[config.mk]
export PLATFORM = sky130hd
export DESIGN_NAME = cv32e40p_apu_arbiter_flat
export DESIGN_NICKNAME = d
export VERILOG_FILES = /design/src/rtl/cv32e40p_apu_arbiter_if.sv /design/src/rtl/cv32e40p_apu_arbiter.sv /design/src/flat_wrapper.sv
export SDC_FILE = /design/constraint.sdc
export NUM_CORES = 1
export LEC_CHECK = 0
export BUFFER_PORTS_ARGS = -buffer_cell sky130_fd_sc_hd__buf_2
export CAP_MARGIN = 20
export CORE_AREA = 8 8 257 259
export CTS_CLUSTER_DIAMETER = 60
export DETAILED_ROUTE_END_ITERATION = 7
export DIE_AREA = 0 0 265 267
export PLACE_DENSITY = 0.42
export SLEW_MARGIN = 20
export SYNTH_ARGS = -nofsm -noshare
export SYNTH_HDL_FRONTEND = slang
export SYNTH_SLANG_ARGS = --single-unit
[constraint.sdc]
create_clock -name clk_i -period 2.3 [get_ports clk_i]
set_clock_uncertainty 0.1 [all_clocks]
set_input_delay 0.46 -clock clk_i [delete_from_list [all_inputs] [get_ports clk_i]]
set_output_delay 0.46 -clock clk_i [all_outputs]
set_load 0.01 [all_outputs]
[src/rtl/cv32e40p_apu_arbiter_if.sv]
// Bundles the per-core APU channels and the shared-APU channel that the arbiter sits between.
// Latency: none (wires only).
// Backpressure: req/gnt on both sides; results have no backpressure (rvalid only).
// Ports: core_apu_* are the per-core request/response signals, apu_* the shared unit's.
// Modport slave is the arbiter's view; master is the view of the cores plus shared APU.
interface cv32e40p_apu_arbiter_if #(
  parameter int NUM_CORES        = 4,
  parameter int APU_NARGS_CPU    = 3,
  parameter int APU_WOP_CPU      = 6,
  parameter int APU_NDSFLAGS_CPU = 15,
  parameter int APU_NUSFLAGS_CPU = 5
);
  // core side
  logic [NUM_CORES-1:0]                          core_apu_req_i;
  logic [NUM_CORES-1:0]                          core_apu_gnt_o;
  logic [NUM_CORES-1:0][APU_NARGS_CPU-1:0][31:0] core_apu_operands_i;
  logic [NUM_CORES-1:0][APU_WOP_CPU-1:0]         core_apu_op_i;
  logic [NUM_CORES-1:0][APU_NDSFLAGS_CPU-1:0]    core_apu_flags_i;
  logic [NUM_CORES-1:0]                          core_apu_rvalid_o;
  logic [31:0]                                   core_apu_result_o;
  logic [APU_NUSFLAGS_CPU-1:0]                   core_apu_flags_o;
  // shared APU side
  logic                                          apu_req_o;
  logic                                          apu_gnt_i;
  logic [APU_NARGS_CPU-1:0][31:0]                apu_operands_o;
  logic [APU_WOP_CPU-1:0]                        apu_op_o;
  logic [APU_NDSFLAGS_CPU-1:0]                   apu_flags_o;
  logic                                          apu_rvalid_i;
  logic [31:0]                                   apu_result_i;
  logic [APU_NUSFLAGS_CPU-1:0]                   apu_flags_i;

  modport slave (
    input  core_apu_req_i, core_apu_operands_i, core_apu_op_i, core_apu_flags_i,
           apu_gnt_i, apu_rvalid_i, apu_result_i, apu_flags_i,
    output core_apu_gnt_o, core_apu_rvalid_o, core_apu_result_o, core_apu_flags_o,
           apu_req_o, apu_operands_o, apu_op_o, apu_flags_o
  );

  modport master (
    output core_apu_req_i, core_apu_operands_i, core_apu_op_i, core_apu_flags_i,
           apu_gnt_i, apu_rvalid_i, apu_result_i, apu_flags_i,
    input  core_apu_gnt_o, core_apu_rvalid_o, core_apu_result_o, core_apu_flags_o,
           apu_req_o, apu_operands_o, apu_op_o, apu_flags_o
  );
endinterface

[src/rtl/cv32e40p_apu_arbiter.sv]
// Round-robin share of one APU between NUM_CORES cores; in-order tag FIFO routes results back.
// Latency: zero cycles request->APU and result->core (combinational); state updates next cycle.
// Backpressure: apu_req_o drops while the tag FIFO is full; an ungranted winner is locked.
// Ports: clk_i/rst_i (async active-high), bus (slave view of the APU channels),
//        outstanding_o (tag FIFO occupancy), err_o (sticky result-without-operation flag).
module cv32e40p_apu_arbiter #(
  parameter int NUM_CORES        = 4,
  parameter int MAX_OUTSTANDING  = 4,
  parameter int APU_NARGS_CPU    = 3,
  parameter int APU_WOP_CPU      = 6,
  parameter int APU_NDSFLAGS_CPU = 15,
  parameter int APU_NUSFLAGS_CPU = 5
) (
  input  logic                               clk_i,
  input  logic                               rst_i,
  cv32e40p_apu_arbiter_if.slave              bus,
  output logic [$clog2(MAX_OUTSTANDING):0]   outstanding_o,
  output logic                               err_o
);
  localparam int IDW = $clog2(NUM_CORES);
  localparam int AW  = $clog2(MAX_OUTSTANDING);
  localparam int PW  = AW + 1;  // extra wrap bit separates full from empty

  logic [IDW-1:0] r_rr;
  logic           r_lock_vld;
  logic [IDW-1:0] r_lock_id;
  logic           r_err;
  logic [PW-1:0]  r_wr_ptr;
  logic [PW-1:0]  r_rd_ptr;
  logic [IDW-1:0] r_tag [MAX_OUTSTANDING];

  logic [IDW-1:0] w_rr_win;
  logic [IDW-1:0] w_win;
  logic [IDW-1:0] w_rr_nxt;
  logic           w_any_req;
  logic           w_full;
  logic           w_empty;
  logic           w_req;
  logic           w_push;
  logic           w_pop;

  // First requester at or after r_rr, wrapping modulo NUM_CORES.
  always_comb begin : rr_search
    logic           found;
    logic [IDW-1:0] cand;
    found    = 1'b0;
    cand     = '0;
    w_rr_win = r_rr;
    for (int i = 0; i < NUM_CORES; i++) begin
      cand = IDW'((int'(r_rr) + i) % NUM_CORES);
      if (!found && bus.core_apu_req_i[cand]) begin
        found    = 1'b1;
        w_rr_win = cand;
      end
    end
  end

  // A shown-but-ungranted request stays the winner until granted; the core
  // holds its req meanwhile, so the forwarded payload cannot change.
  assign w_win     = r_lock_vld ? r_lock_id : w_rr_win;
  assign w_rr_nxt  = (w_win == IDW'(NUM_CORES - 1)) ? '0 : w_win + 1'b1;

  assign w_any_req = |bus.core_apu_req_i;
  assign w_empty   = (r_wr_ptr == r_rd_ptr);
  assign w_full    = (r_wr_ptr[AW] != r_rd_ptr[AW]) &&
                     (r_wr_ptr[AW-1:0] == r_rd_ptr[AW-1:0]);
  // Deliberately independent of apu_gnt_i / apu_rvalid_i.
  assign w_req     = w_any_req & ~w_full;
  assign w_push    = w_req & bus.apu_gnt_i;
  assign w_pop     = bus.apu_rvalid_i & ~w_empty;

  // request path
  assign bus.apu_req_o      = w_req;
  assign bus.core_apu_gnt_o = w_push ? (NUM_CORES'(1) << w_win) : '0;
  assign bus.apu_operands_o = w_req ? bus.core_apu_operands_i[w_win] : '0;
  assign bus.apu_op_o       = w_req ? bus.core_apu_op_i[w_win]       : '0;
  assign bus.apu_flags_o    = w_req ? bus.core_apu_flags_i[w_win]    : '0;

  // response path: results come back in issue order, so the FIFO head owns them
  assign bus.core_apu_rvalid_o = w_pop ? (NUM_CORES'(1) << r_tag[r_rd_ptr[AW-1:0]]) : '0;
  assign bus.core_apu_result_o = bus.apu_result_i;
  assign bus.core_apu_flags_o  = bus.apu_flags_i;

  assign outstanding_o = r_wr_ptr - r_rd_ptr;
  assign err_o         = r_err;

  always_ff @(posedge clk_i or posedge rst_i) begin
    if (rst_i) begin
      r_rr       <= '0;
      r_lock_vld <= 1'b0;
      r_lock_id  <= '0;
      r_err      <= 1'b0;
      r_wr_ptr   <= '0;
      r_rd_ptr   <= '0;
    end else begin
      if (w_push) begin
        r_wr_ptr   <= r_wr_ptr + 1'b1;
        r_rr       <= w_rr_nxt;
        r_lock_vld <= 1'b0;
      end else if (w_req) begin
        // shown but not granted: freeze this winner
        r_lock_vld <= 1'b1;
        r_lock_id  <= w_win;
      end
      if (w_pop) begin
        r_rd_ptr <= r_rd_ptr + 1'b1;
      end
      if (bus.apu_rvalid_i && w_empty) begin
        r_err <= 1'b1;
      end
    end
  end

  // Tag storage needs no reset: entries are only read between push and pop.
  always_ff @(posedge clk_i) begin
    if (w_push) begin
      r_tag[r_wr_ptr[AW-1:0]] <= w_win;
    end
  end
endmodule

[src/flat_wrapper.sv]
// flat-port wrapper written by rule: the top's interface ports become plain ports
module cv32e40p_apu_arbiter_flat 
#(
  parameter int NUM_CORES        = 4,
  parameter int MAX_OUTSTANDING  = 4,
  parameter int APU_NARGS_CPU    = 3,
  parameter int APU_WOP_CPU      = 6,
  parameter int APU_NDSFLAGS_CPU = 15,
  parameter int APU_NUSFLAGS_CPU = 5
)
  (clk_i, rst_i, outstanding_o, err_o, bus_core_apu_req_i, bus_core_apu_operands_i, bus_core_apu_op_i, bus_core_apu_flags_i, bus_apu_gnt_i, bus_apu_rvalid_i, bus_apu_result_i, bus_apu_flags_i, bus_core_apu_gnt_o, bus_core_apu_rvalid_o, bus_core_apu_result_o, bus_core_apu_flags_o, bus_apu_req_o, bus_apu_operands_o, bus_apu_op_o, bus_apu_flags_o);
  cv32e40p_apu_arbiter_if #(.NUM_CORES(NUM_CORES), .APU_NARGS_CPU(APU_NARGS_CPU), .APU_WOP_CPU(APU_WOP_CPU), .APU_NDSFLAGS_CPU(APU_NDSFLAGS_CPU), .APU_NUSFLAGS_CPU(APU_NUSFLAGS_CPU)) bus_i ();
  input  logic clk_i;
  input  logic rst_i;
  output logic [$clog2(MAX_OUTSTANDING):0] outstanding_o;
  output logic err_o;
  input wire logic [$bits(bus_i.core_apu_req_i)-1:0] bus_core_apu_req_i;
  input wire logic [$bits(bus_i.core_apu_operands_i)-1:0] bus_core_apu_operands_i;
  input wire logic [$bits(bus_i.core_apu_op_i)-1:0] bus_core_apu_op_i;
  input wire logic [$bits(bus_i.core_apu_flags_i)-1:0] bus_core_apu_flags_i;
  input wire logic [$bits(bus_i.apu_gnt_i)-1:0] bus_apu_gnt_i;
  input wire logic [$bits(bus_i.apu_rvalid_i)-1:0] bus_apu_rvalid_i;
  input wire logic [$bits(bus_i.apu_result_i)-1:0] bus_apu_result_i;
  input wire logic [$bits(bus_i.apu_flags_i)-1:0] bus_apu_flags_i;
  output wire logic [$bits(bus_i.core_apu_gnt_o)-1:0] bus_core_apu_gnt_o;
  output wire logic [$bits(bus_i.core_apu_rvalid_o)-1:0] bus_core_apu_rvalid_o;
  output wire logic [$bits(bus_i.core_apu_result_o)-1:0] bus_core_apu_result_o;
  output wire logic [$bits(bus_i.core_apu_flags_o)-1:0] bus_core_apu_flags_o;
  output wire logic [$bits(bus_i.apu_req_o)-1:0] bus_apu_req_o;
  output wire logic [$bits(bus_i.apu_operands_o)-1:0] bus_apu_operands_o;
  output wire logic [$bits(bus_i.apu_op_o)-1:0] bus_apu_op_o;
  output wire logic [$bits(bus_i.apu_flags_o)-1:0] bus_apu_flags_o;
  assign bus_i.core_apu_req_i = bus_core_apu_req_i;
  assign bus_i.core_apu_operands_i = bus_core_apu_operands_i;
  assign bus_i.core_apu_op_i = bus_core_apu_op_i;
  assign bus_i.core_apu_flags_i = bus_core_apu_flags_i;
  assign bus_i.apu_gnt_i = bus_apu_gnt_i;
  assign bus_i.apu_rvalid_i = bus_apu_rvalid_i;
  assign bus_i.apu_result_i = bus_apu_result_i;
  assign bus_i.apu_flags_i = bus_apu_flags_i;
  assign bus_core_apu_gnt_o = bus_i.core_apu_gnt_o;
  assign bus_core_apu_rvalid_o = bus_i.core_apu_rvalid_o;
  assign bus_core_apu_result_o = bus_i.core_apu_result_o;
  assign bus_core_apu_flags_o = bus_i.core_apu_flags_o;
  assign bus_apu_req_o = bus_i.apu_req_o;
  assign bus_apu_operands_o = bus_i.apu_operands_o;
  assign bus_apu_op_o = bus_i.apu_op_o;
  assign bus_apu_flags_o = bus_i.apu_flags_o;
  cv32e40p_apu_arbiter #(.NUM_CORES(NUM_CORES), .MAX_OUTSTANDING(MAX_OUTSTANDING), .APU_NARGS_CPU(APU_NARGS_CPU), .APU_WOP_CPU(APU_WOP_CPU), .APU_NDSFLAGS_CPU(APU_NDSFLAGS_CPU), .APU_NUSFLAGS_CPU(APU_NUSFLAGS_CPU)) u_core (.clk_i(clk_i), .rst_i(rst_i), .bus(bus_i), .outstanding_o(outstanding_o), .err_o(err_o));
endmodule
==> results.md, run 1 <==
* Total of max-cap violations at 0
* Violation count after the first detailed-route iteration at around 260
* Residual DRC count at 0
* Total overflow reported by the global router at 0
* Count of H-tree levels built during CTS at 1
* Violated checks: negative setup slack
* Global-route wire length before repair at around 54000 um
* Share of post-route cells with drive strength above 1 at 0.773
* Area of the die at ~71000 um^2
* Switching fraction of total power at 0.471
* Type of element launching the critical path: register
* Synthesis Warnings at 0
* Post-route fraction of the period consumed by the critical path at 1.26
* Yosys top cell area share at 0.487
* Number of rows created at floorplan at 92
* Largest driver fanout on the critical path at 6
* Proportion of synthesized chip area in sequential cells at 0.112
* GRT Total Usage at 0.102
* Distinct cell type count of the synthesized netlist at 36
* Routed WL at slightly above 40000 um
* Endpoint arrival time on the critical path at around 2400 ps
* CTS buffer count at 3
* Required time of the worst setup path at 1740 ps
* Most used standard cell by instance count after synthesis: mux2i_1
* Clock-pin transition on the worst setup and hold timing paths at around 60 ps
* Net count of the mapped netlist at 1065
* Worst slack on hold paths at 129 ps
* Syn Std Cell Area at approximately 4800 um^2
* Seq pwr share at 0.032
* Vias in the first global route at ~8000
* Worst-case clock buffer depth at 2
* Number of sinks handled by clock tree synthesis at 20
* Clock tree from TritonCTS: done
* Achievable frequency at between 0.3 and 0.4 GHz
* Switching Power at between 10 and 15 mW
* Number of nets with antenna violations after detailed routing at 0
* DPL Wire Length at 31900 um
* Mean number of vias per cell at ~3.6
* Final count of hold timing violations at 0
* Result of the run: complete, but fails checks
* Synth area leader: mux2i_1
* Initial Util at 0.0778
* Routability congestion estimate from global placement at between 0.9 and 1
* Number of port buffers at 605
* Clock network fraction of design power at 0.022
* Final count of pins violating max slew at 0
* Via total after detailed routing at about 7300
* Count of TritonRoute iterations in the first routing pass at 4
* Total I/O pin count at 680
* Cell types with the highest counts after synthesis: mux2i_1, o22ai_1, buf_4, buf_2
* Insertion delay to the later sink of the worst-skew pair at 250 ps
* Fin crit period at between 2000 and 3000 ps
* Detailed-route wire length per cell at approximately 20 um
* Height of the die at approximately 270 um
* Unrepaired setup endpoints after global routing: true
* Area overhead of the layout relative to synthesis at 133%
* Die X-Extent at between 200 and 300 um
* Maximum number of pins on one net before global-route repair at 29
* Relative max-transition margin at 0.655
* Internal power summed over all cells at around 11 mW
* Peak supply drop at between 0.9 and 1 mV
* Setup slack after layout at -609 ps
* Initial antenna violation count at 14
* Top post-synthesis cells by area: mux2i_1, o22ai_1, buf_4, dfrtp_1, edfxtp_1
* Core area at between 60000 and 70000 um^2
* Sort of element at the end of the critical path: output port
* Flops & latches, synth at 20
* Post-CTS Hold Fix Bufs at 0
* Number of setup violations in the final report at around 120
* Worst min path class: in -> async
* Leakage power summed over all cells at 5.74 nW
* Total Power Consumption at 21.4 mW
* Count of flip-flops with a built-in enable after synthesis at 8
* Transition at the pin with the smallest max-transition slack at between 500 and 600 ps
* Leading register cell type out of synthesis: dfrtp_1
* Share of async-settable or async-resettable flops after synthesis at 0.600
* Mean instance size in the synthesized netlist at around 8.9 um^2
* Path type of the worst setup path: reg -> out
* Combinational power share at 0.946
* Post-Synthesis Cells at 544
* Master cell of the clock root buffer: clkbuf_16
* Cell area power density at approximately 1900 nW/um^2
* Final net count at 1729
-- path summary, 6_finish.rpt --
| path | to | from | cells after the start | slack (ps) |
|---|---|---|---|---|
| worst max-delay path | bus_apu_operands_o[56] | u_core.r_rr[1] | 9 | -610 |
| worst min-delay path | u_core.err_o | rst_i | 2 | 130 |
| worst max register to register | u_core.r_rr[1] | u_core.r_rd_ptr[1] | 11 | 140 |
| worst min register to register | u_core.err_o | u_core.err_o | 1 | 350 |
| max in group asynchronous | u_core.r_rr[1] | rst_i | 2 | 1600 |
| min in group clk_i | u_core.err_o | bus_apu_rvalid_i | 2 | 350 |
-- through the flow --
stage,setup slack [ps],std cells,instance area (um^2),utilization,TNS [ps]
after floorplan,-65.5,544,5340,-,-3400
after global placement,-532,1967,9700,0.156,-48900
after detailed placement,-514,1967,9700,0.156,-49040
after CTS,-610,1998,10700,0.173,-62010
after global routing,-679,2006,11200,0.181,-69380
final,-609,2012,11300,0.181,-58800
-- cell families after synthesis --
family                   share of synthesized area
XOR/XNOR                                    0.0109
adder cells (fa/ha/maj)                     0.0223
AND/OR/NAND/NOR                             0.0411
flip-flops                                   0.112
multiplexers                                 0.498
AO/OA/AOI/OAI                                0.176
buffers and inverters                        0.140
-- power groups by stage --
stage | registers, mW | logic [mW] | clock network [mW]
6_report | 0.675 | 20.2 | 0.479
5_1_grt | 0.691 | 21.5 | 0.494
4_1_cts | 0.660 | 19.3 | 0.483
3_5_place_dp | 0.654 | 15.8 | 0
3_3_place_gp | 0.655 | 15.8 | 0
2_1_floorplan | 0.666 | 9.59 | 0
-- registers in the layout, summed over array words and instances (netlist names) --
name               flops
u_core.r_tag           8
u_core.r_rd_ptr        3
u_core.r_wr_ptr        3
u_core.r_lock_id       2
u_core.r_rr            2
u_core.err_o           1
u_core.r_lock_vld      1
-- layout make-up --
| type | count | area, um^2 |
|---|---|---|
| Clock inverter | 1 | 30.0 |
| Clock buffer | 3 | 75.1 |
| Tap cell | 799 | 1000 |
| Fill cell | 6958 | 50900 |
| Antenna cell | 6 | 15.0 |
| Multi-Input combinational cell | 423 | 4690 |
| Inverter | 10 | 42.5 |
| Sequential cell | 20 | 543 |
| Timing Repair Buffer | 750 | 4870 |
-- critical path, stage by stage, from the launching register on --
cell,delay [ps]
dfrtp_2,450
o21ai_1,140
nand2_1,70
a221o_4,440
buf_6,160
clkbuf_16,170
buf_16,150
mux2i_1,130
o22ai_2,190
buf_2,180
-- per-layer routing --
layer / GRT usage / share of wire / vias to the layer above
met4: 0.0186 / 0.027 / 2
li1: - / - / 3413
met2: 0.202 / 0.54 / 491
met3: 0.0309 / 0.085 / 62
met5: 0 / 0.00032 / -
met1: 0.104 / 0.35 / 3317
-- placed cells by master (no fill, tap or decap), drive strengths merged --
cell type,Yosys,routed
a211oi,1,1
a21boi,2,2
a21o,1,1
a21oi,1,1
a221o,1,1
a221oi,1,1
a32oi,1,1
and2,1,1
and3,5,5
buf,82,746
bufinv,0,1
clkbuf,9,7
dfrtp,12,12
diode,0,6
edfxtp,8,8
fa,1,1
ha,7,7
inv,10,10
mux2,1,1
mux2i,235,235
mux4,2,2
nand2,13,13
nand2b,6,6
nand3,1,1
nor2,10,10
nor2b,2,2
nor3,1,1
nor3b,1,1
o211ai,1,1
o21ai,4,4
o22ai,117,117
o41ai,1,1
xnor2,3,3
xor2,3,3
-- what timing repair did --
item	in CTS	in global routing
pin swaps	14	27
cloned	11	4
buffers inserted	21	11
gates resized for setup	111	114
endpoints found under the setup margin	125	130
Note: power is estimated with default switching activity, not from simulation.
==> run 2: changes to the inputs <==
--- a/config.mk
+++ b/config.mk
@@ -7,11 +7,12 @@
 export LEC_CHECK = 0
 export BUFFER_PORTS_ARGS = -buffer_cell sky130_fd_sc_hd__buf_2
 export CAP_MARGIN = 20
-export CORE_AREA = 8 8 257 259
+export CORE_AREA = 8 8 259 261
 export CTS_CLUSTER_DIAMETER = 60
 export DETAILED_ROUTE_END_ITERATION = 7
-export DIE_AREA = 0 0 265 267
-export PLACE_DENSITY = 0.42
+export DIE_AREA = 0 0 267 269
+export MAX_ROUTING_LAYER = met4
+export PLACE_DENSITY = 0.41
 export SLEW_MARGIN = 20
 export SYNTH_ARGS = -nofsm -noshare
 export SYNTH_HDL_FRONTEND = slang
==> constraint.sdc (replaced) <==
create_clock -name clk_i -period 3.2 [get_ports clk_i]
set_clock_uncertainty 0.1 [all_clocks]
set_input_delay 0.64 -clock clk_i [delete_from_list [all_inputs] [get_ports clk_i]]
set_output_delay 0.64 -clock clk_i [all_outputs]
set_load 0.01 [all_outputs]
==> run 2 against run 1 <==
  * The run now ends clean
  * Critical path depth unchanged
  * Power down 48%
  * Combinational power down 49%
  * Utilization down 3.4 points
  * Sequential share of layout area up 1.0 points
  * Critical endpoint is now bus_apu_operands_o[71]
  * Sequential power down 27%
  * Die area up 1.5%
  * Worst hold slack better by 160 ps
  * Critical path type is now in -> out
  * Cell area down 18%
  * Register-to-register slack better by 910 ps
==> results.md, run 2 (synthesis gave the netlist of run 1 again) <==
* Vias in the first global route at approximately 7400
* Leakage power summed over all cells at between 5 and 6 nW
* Insertion delay to the later sink of the worst-skew pair at 250 ps
* Combinational power share at 0.928
* Achievable frequency at 0.316 GHz
* Number of nets with antenna violations after detailed routing at 0
* CTS buffer count at 3
* Fin crit period at between 3000 and 4000 ps
* Violation count after the first detailed-route iteration at 331
* GRT Total Usage at 0.105
* Post-route fraction of the period consumed by the critical path at 0.989
* Core area at ~63000 um^2
* Most common library cell in the layout ignoring fill and taps: buf_2
* Detailed-route wire length per cell at around 20 um
* Maximum number of pins on one net before global-route repair at 52
* Endpoint arrival time on the critical path at 2430 ps
* Final count of pins violating max slew at 0
* Commonest cells after routing, fill and taps aside: buf_2, mux2i_1, o22ai_1
* Sort of element at the end of the critical path: output port
* Area overhead of the layout relative to synthesis at 91.1%
* Routed WL at about 41000 um
* Cell area power density at about 1200 nW/um^2
* Unrepaired setup endpoints after global routing: true
* Residual DRC count at 0
* Clock tree from TritonCTS: done
* Total of max-cap violations at 0
* Height of the die at 269 um
* Initial antenna violation count at 24
* Critical Path Start: bus_core_apu_req_i[1]
* Die X-Extent at ~270 um
* Utilization after layout at 0.147
* Internal power summed over all cells at 5.38 mW
* Critical path cell sequence: buf_2, nor2_4, a221oi_2, a221o_4, buf_16, buf_4, mux2i_1, o22ai_1, buf_2
* Final net count at roughly 1700
* Path type of the worst setup path: in -> out
* Number of setup violations in the final report at 0
* Area of the die at just over 70000 um^2
* Seq pwr share at 0.044
* Number of buffer and inverter stages on the critical path at 4
* Transition at the pin with the smallest max-transition slack at between 600 and 700 ps
* Final count of hold timing violations at 0
* Via total after detailed routing at about 7000
* Cell family with most CP delay: compound AO/OA/AOI/OAI gates
* Switching fraction of total power at 0.515
* Largest driver fanout on the critical path at 31
* Number of rows created at floorplan at between 90 and 100
* Result of the run: finished, final reports clean
* Switching Power at between 5 and 6 mW
* Startpoint of the worst register-to-register path: u_core.r_wr_ptr[0]
* Master cell of the clock root buffer: clkbuf_16
* Number of sinks handled by clock tree synthesis at 20
* DPL Wire Length at about 37000 um
* Share of post-route cells with drive strength above 1 at 0.617
* Number of flip-flops under the largest register name at 8
* Clock-pin transition on the worst setup and hold timing paths at 60 ps
* Count of TritonRoute iterations in the first routing pass at 4
* Count of H-tree levels built during CTS at 1
* Required time of the worst setup path at approximately 2500 ps
* Peak supply drop at roughly 0.76 mV
* Worst-case clock buffer depth at 2
* Sum of negative setup slack at 0 ps
* Number of port buffers at 605
* Clock network fraction of design power at 0.028
* Total I/O pin count at 680
* Relative max-transition margin at 0.568
* Mean number of vias per cell at roughly 3.5
* Worst min path class: in -> async
* Global-route wire length before repair at about 54000 um
* Master of the slowest instance on the critical path: a221o_4
* Initial Util at 0.0771
* Crit path largest cell delay at 490 ps
* Library cell appearing most often on the critical path: buf_2
* Total overflow reported by the global router at 0
* Routability congestion estimate from global placement at 0.935
* Type of element launching the critical path: input port
* Post-CTS Hold Fix Bufs at 0
==> run 2: cell types whose count changed in the layout (fill, tap and decap cells not counted), moves of 10 or more <==
cell / previous run / this run
mux2i_4: 12 / 2
mux2i_2: 47 / 2
o22ai_2: 81 / 1
buf_6: 41 / 1
o22ai_1: 33 / 116
buf_8: 13 / 0
mux2i_1: 176 / 231
buf_2: 594 / 605
==> run 2: routing by layer <==
metal	up-vias	wire length [um]	track usage
li1	3254	-	-
met1	3164	15000	0.112
met2	485	22400	0.203
met3	62	3000	0.0203
met5	-	0	-
met4	0	561	0.0103
==> run 2: worst reg2reg max path: cells and delay by family, from the launching register on <==
family          cells  cell delay, ps
buf+inv             3             400
flops               1             390
fa+ha+maj           1             360
mux                 1             360
simple gates        1             230
compound gates      1             200
==> run 2: repair_timing <==
| action | CTS | global route |
|---|---|---|
| pin swaps | 0 | 2 |
| gates resized for setup | 7 | 10 |
| gates cloned | 1 | 1 |
| endpoints found under the setup margin | 5 | 108 |
| buffers inserted | 0 | 2 |
==> run 2: power by group through the flow <==
stage | registers [mW] | clock network [mW] | logic, mW
floorplan | 0.477 | 0 | 5.96
global placement | 0.484 | 0 | 9.93
detailed placement | 0.485 | 0 | 9.95
CTS | 0.484 | 0.314 | 10.2
global route | 0.504 | 0.327 | 11.0
finish | 0.490 | 0.308 | 10.3
==> run 2: layout make-up <==
type                    count  area, um^2
diodes                      3        7.51
clock buffers               4         100
fillers                  7189       53500
inverters                  10        37.5
flip-flops and latches     20         542
multi-input cells         423        3690
well taps                 846        1060
repair buffers            682        3800
==> run 2: worst paths after layout <==
| kind | endpoint | slack, ps | depth (start not counted) |
|---|---|---|---|
| worst max-delay path | bus_apu_operands_o[71] | 30 | 9 |
| worst min-delay path | u_core.r_lock_id[1] | 290 | 2 |
| worst max register to register | u_core.r_lock_id[0] | 1050 | 7 |
| worst min register to register | u_core.err_o | 360 | 1 |
| max in group asynchronous | u_core.r_rr[1] | 2360 | 2 |
| min in group clk_i | u_core.err_o | 360 | 1 |
==> run 2: through the flow <==
step	total power [mW]	hold WS, ps	setup WS [ps]	area, um^2	instances
final	11.1	291	34.7	9240	1988
after global routing	11.8	339	-42.4	9240	1988
after CTS	11.0	312	-42.8	9130	1982
after detailed placement	10.4	352	-65.2	8960	1977
after global placement	10.4	359	-56.0	8960	1977
after floorplan	6.43	361	451	4830	544
==> run 3: changes to the inputs <==
--- a/config.mk
+++ b/config.mk
@@ -13,6 +13,7 @@
 export DIE_AREA = 0 0 267 269
 export MAX_ROUTING_LAYER = met4
 export PLACE_DENSITY = 0.41
+export REMOVE_ABC_BUFFERS = 1
 export SLEW_MARGIN = 20
 export SYNTH_ARGS = -nofsm -noshare
 export SYNTH_HDL_FRONTEND = slang
==> run 3 against run 2 <==
  * The run now ends with negative setup slack left
  * First-iteration DRC count is 18% lower
  * Power grew 0.52%
  * Die area unchanged
  * Count of clock-buffer cells in the layout decreased by 1
  * Maximum frequency down 2.7%
  * Register-to-register slack better by 80 ps
  * Flip-flop and latch count did not move
  * Largest cell class unchanged
==> results.md, run 3 (synthesis gave the netlist of run 1 again) <==
* Number of nets with antenna violations after detailed routing at 0
* Global-route wire length before repair at 64400 um
* Detailed-route wire length per cell at 25.1 um
* GRT Total Usage at 0.132
* Minimum setup slack after placement at -105 ps
* Mean number of vias per cell at 3.57
* Switching fraction of total power at 0.520
* Worst-case clock buffer depth at 2
* Number of sinks handled by clock tree synthesis at 20
* Combinational power share at 0.927
* Leakage power summed over all cells at roughly 5 nW
* Number of rows created at floorplan at 92
* Violation count after the first detailed-route iteration at 270
* Fin crit period at approximately 3300 ps
* Internal power summed over all cells at roughly 5.3 mW
* Total cell area at the placement stage at between 8000 and 9000 um^2
* Via total after detailed routing at between 7000 and 8000
* Peak supply drop at 0.629 mV
* Final count of pins violating max slew at 0
* Critical path cell sequence: buf_2, o21ai_0, nand2_1, a221o_4, buf_16, buf_16, mux2i_1, o22ai_2, buf_2
* Number of flip-flops under the largest register name at 8
* Post-layout instance area at between 9000 and 10000 um^2
* Number of filler instances in the final layout at between 7000 and 8000
* Height of the die at 269 um
* Path type of the worst setup path: in -> out
* Total I/O pin count at slightly below 700
* Vias in the first global route at between 7000 and 8000
* Die X-Extent at around 270 um
* Required time of the worst setup path at approximately 2500 ps
* Initial antenna violation count at 38
* Worst-case register-to-register setup slack at roughly 1100 ps
* Cell family with most CP delay: compound AO/OA/AOI/OAI gates
* Area overhead of the layout relative to synthesis at 91.3%
* Sum of negative setup slack at -73.5 ps
* Master of the slowest instance on the critical path: a221o_4
* Count of H-tree levels built during CTS at 1
* Crit path largest cell delay at ~400 ps
* Number of port buffers at a little over 600
* Number of setup violations in the final report at 2
* Total of max-cap violations at 0
* Post-route fraction of the period consumed by the critical path at 1.02
* Number of buffer and inverter stages on the critical path at 4
* Share of post-route cells with drive strength above 1 at 0.621
* Clock tree from TritonCTS: done
* DPL Wire Length at between 40000 and 50000 um
* Master cell of the clock root buffer: clkbuf_16
* Type of element launching the critical path: input port
* Setup slack after layout at -53.9 ps
* Most common library cell in the layout ignoring fill and taps: buf_2
* Violated checks: negative setup slack
* Area of the die at 71800 um^2
* Unrepaired setup endpoints after global routing: true
* Relative max-transition margin at 0.638
* Worst min path class: in -> async
* Maximum number of pins on one net before global-route repair at 45
* Sort of element at the end of the critical path: output port
* Core area at 62700 um^2
* Transition at the pin with the smallest max-transition slack at about 540 ps
* Residual DRC count at 0
* Achievable frequency at between 0.3 and 0.4 GHz
* Largest driver fanout on the critical path at 36
* Final net count at 1659
* Seq pwr share at 0.042
* Cell area power density at 1200 nW/um^2
* Total overflow reported by the global router at 0
* Switching Power at around 5.8 mW
* Clock network fraction of design power at 0.031
* Count of TritonRoute iterations in the first routing pass at 4
* Placed instance count at between 1500 and 2000
* Routed WL at between 50000 and 60000 um
* Result of the run: complete, but fails checks
* Insertion delay to the later sink of the worst-skew pair at between 200 and 300 ps
* Post-Layout Cell Count at around 2000
* Commonest cells after routing, fill and taps aside: buf_2, mux2i_1, o22ai_1
* Initial Util at 0.0771
* CTS buffer count at 3
* Routability congestion estimate from global placement at approximately 0.95
* Final count of hold timing violations at 0
* Endpoint arrival time on the critical path at between 2000 and 3000 ps
* Clock-pin transition on the worst setup and hold timing paths at about 60 ps
==> run 3: stage by stage <==
stage / total power, mW / hold WS [ps] / utilization
after global routing: 11.9 / 364 / 0.147
after floorplan: 4.08 / 361 / -
after detailed placement: 10.6 / 346 / 0.143
after CTS: 11.1 / 342 / 0.145
after global placement: 10.6 / 344 / 0.143
final: 11.1 / 322 / 0.147
==> run 3: layout make-up <==
| type | instances | area, um^2 | area share |
|---|---|---|---|
| Antenna cell | 13 | 32.5 | 0.00352 |
| Clock buffer | 3 | 75.1 | 0.00812 |
| Clock inverter | 1 | 30.0 | 0.00325 |
| Inverter | 10 | 37.5 | 0.00406 |
| Multi-Input combinational cell | 423 | 3720 | 0.402 |
| Sequential cell | 20 | 541 | 0.0584 |
| Tap cell | 846 | 1060 | 0.114 |
| Timing Repair Buffer | 680 | 3760 | 0.406 |
==> run 3: path summary, 6_finish.rpt <==
check,from,to,depth (start not counted)
max,bus_core_apu_req_i[1],bus_apu_operands_o[43],9
min,rst_i,u_core.r_rr[0],2
max reg2reg,u_core.r_wr_ptr[0],u_core.r_rr[1],8
min reg2reg,u_core.err_o,u_core.err_o,1
max in group asynchronous,rst_i,u_core.r_rd_ptr[0],2
min in group clk_i,u_core.err_o,u_core.err_o,1
==> run 3: timing repair <==
action,in CTS,in global routing
gates cloned,0,1
pin swaps,1,2
setup buffers,1,2
setup endpoints to repair,13,56
hold buffers,0,0
resized for setup,9,14
==> run 3: routing by layer <==
metal | vias to the layer above | wire length [um] | track usage
met5 | - | 0 | -
met4 | 0 | 595 | 0.0109
met3 | 50 | 7750 | 0.0919
met2 | 543 | 21800 | 0.205
met1 | 3260 | 19900 | 0.144
li1 | 3279 | - | -
==> run 3: power groups by stage <==
stage / Sequential, mW / Combinational (mW) / Clock [mW]
after CTS: 0.472 / 10.3 / 0.352
after global routing: 0.482 / 11.0 / 0.362
after floorplan: 0.466 / 3.62 / 0
after global placement: 0.469 / 10.1 / 0
final: 0.470 / 10.3 / 0.346
after detailed placement: 0.472 / 10.1 / 0
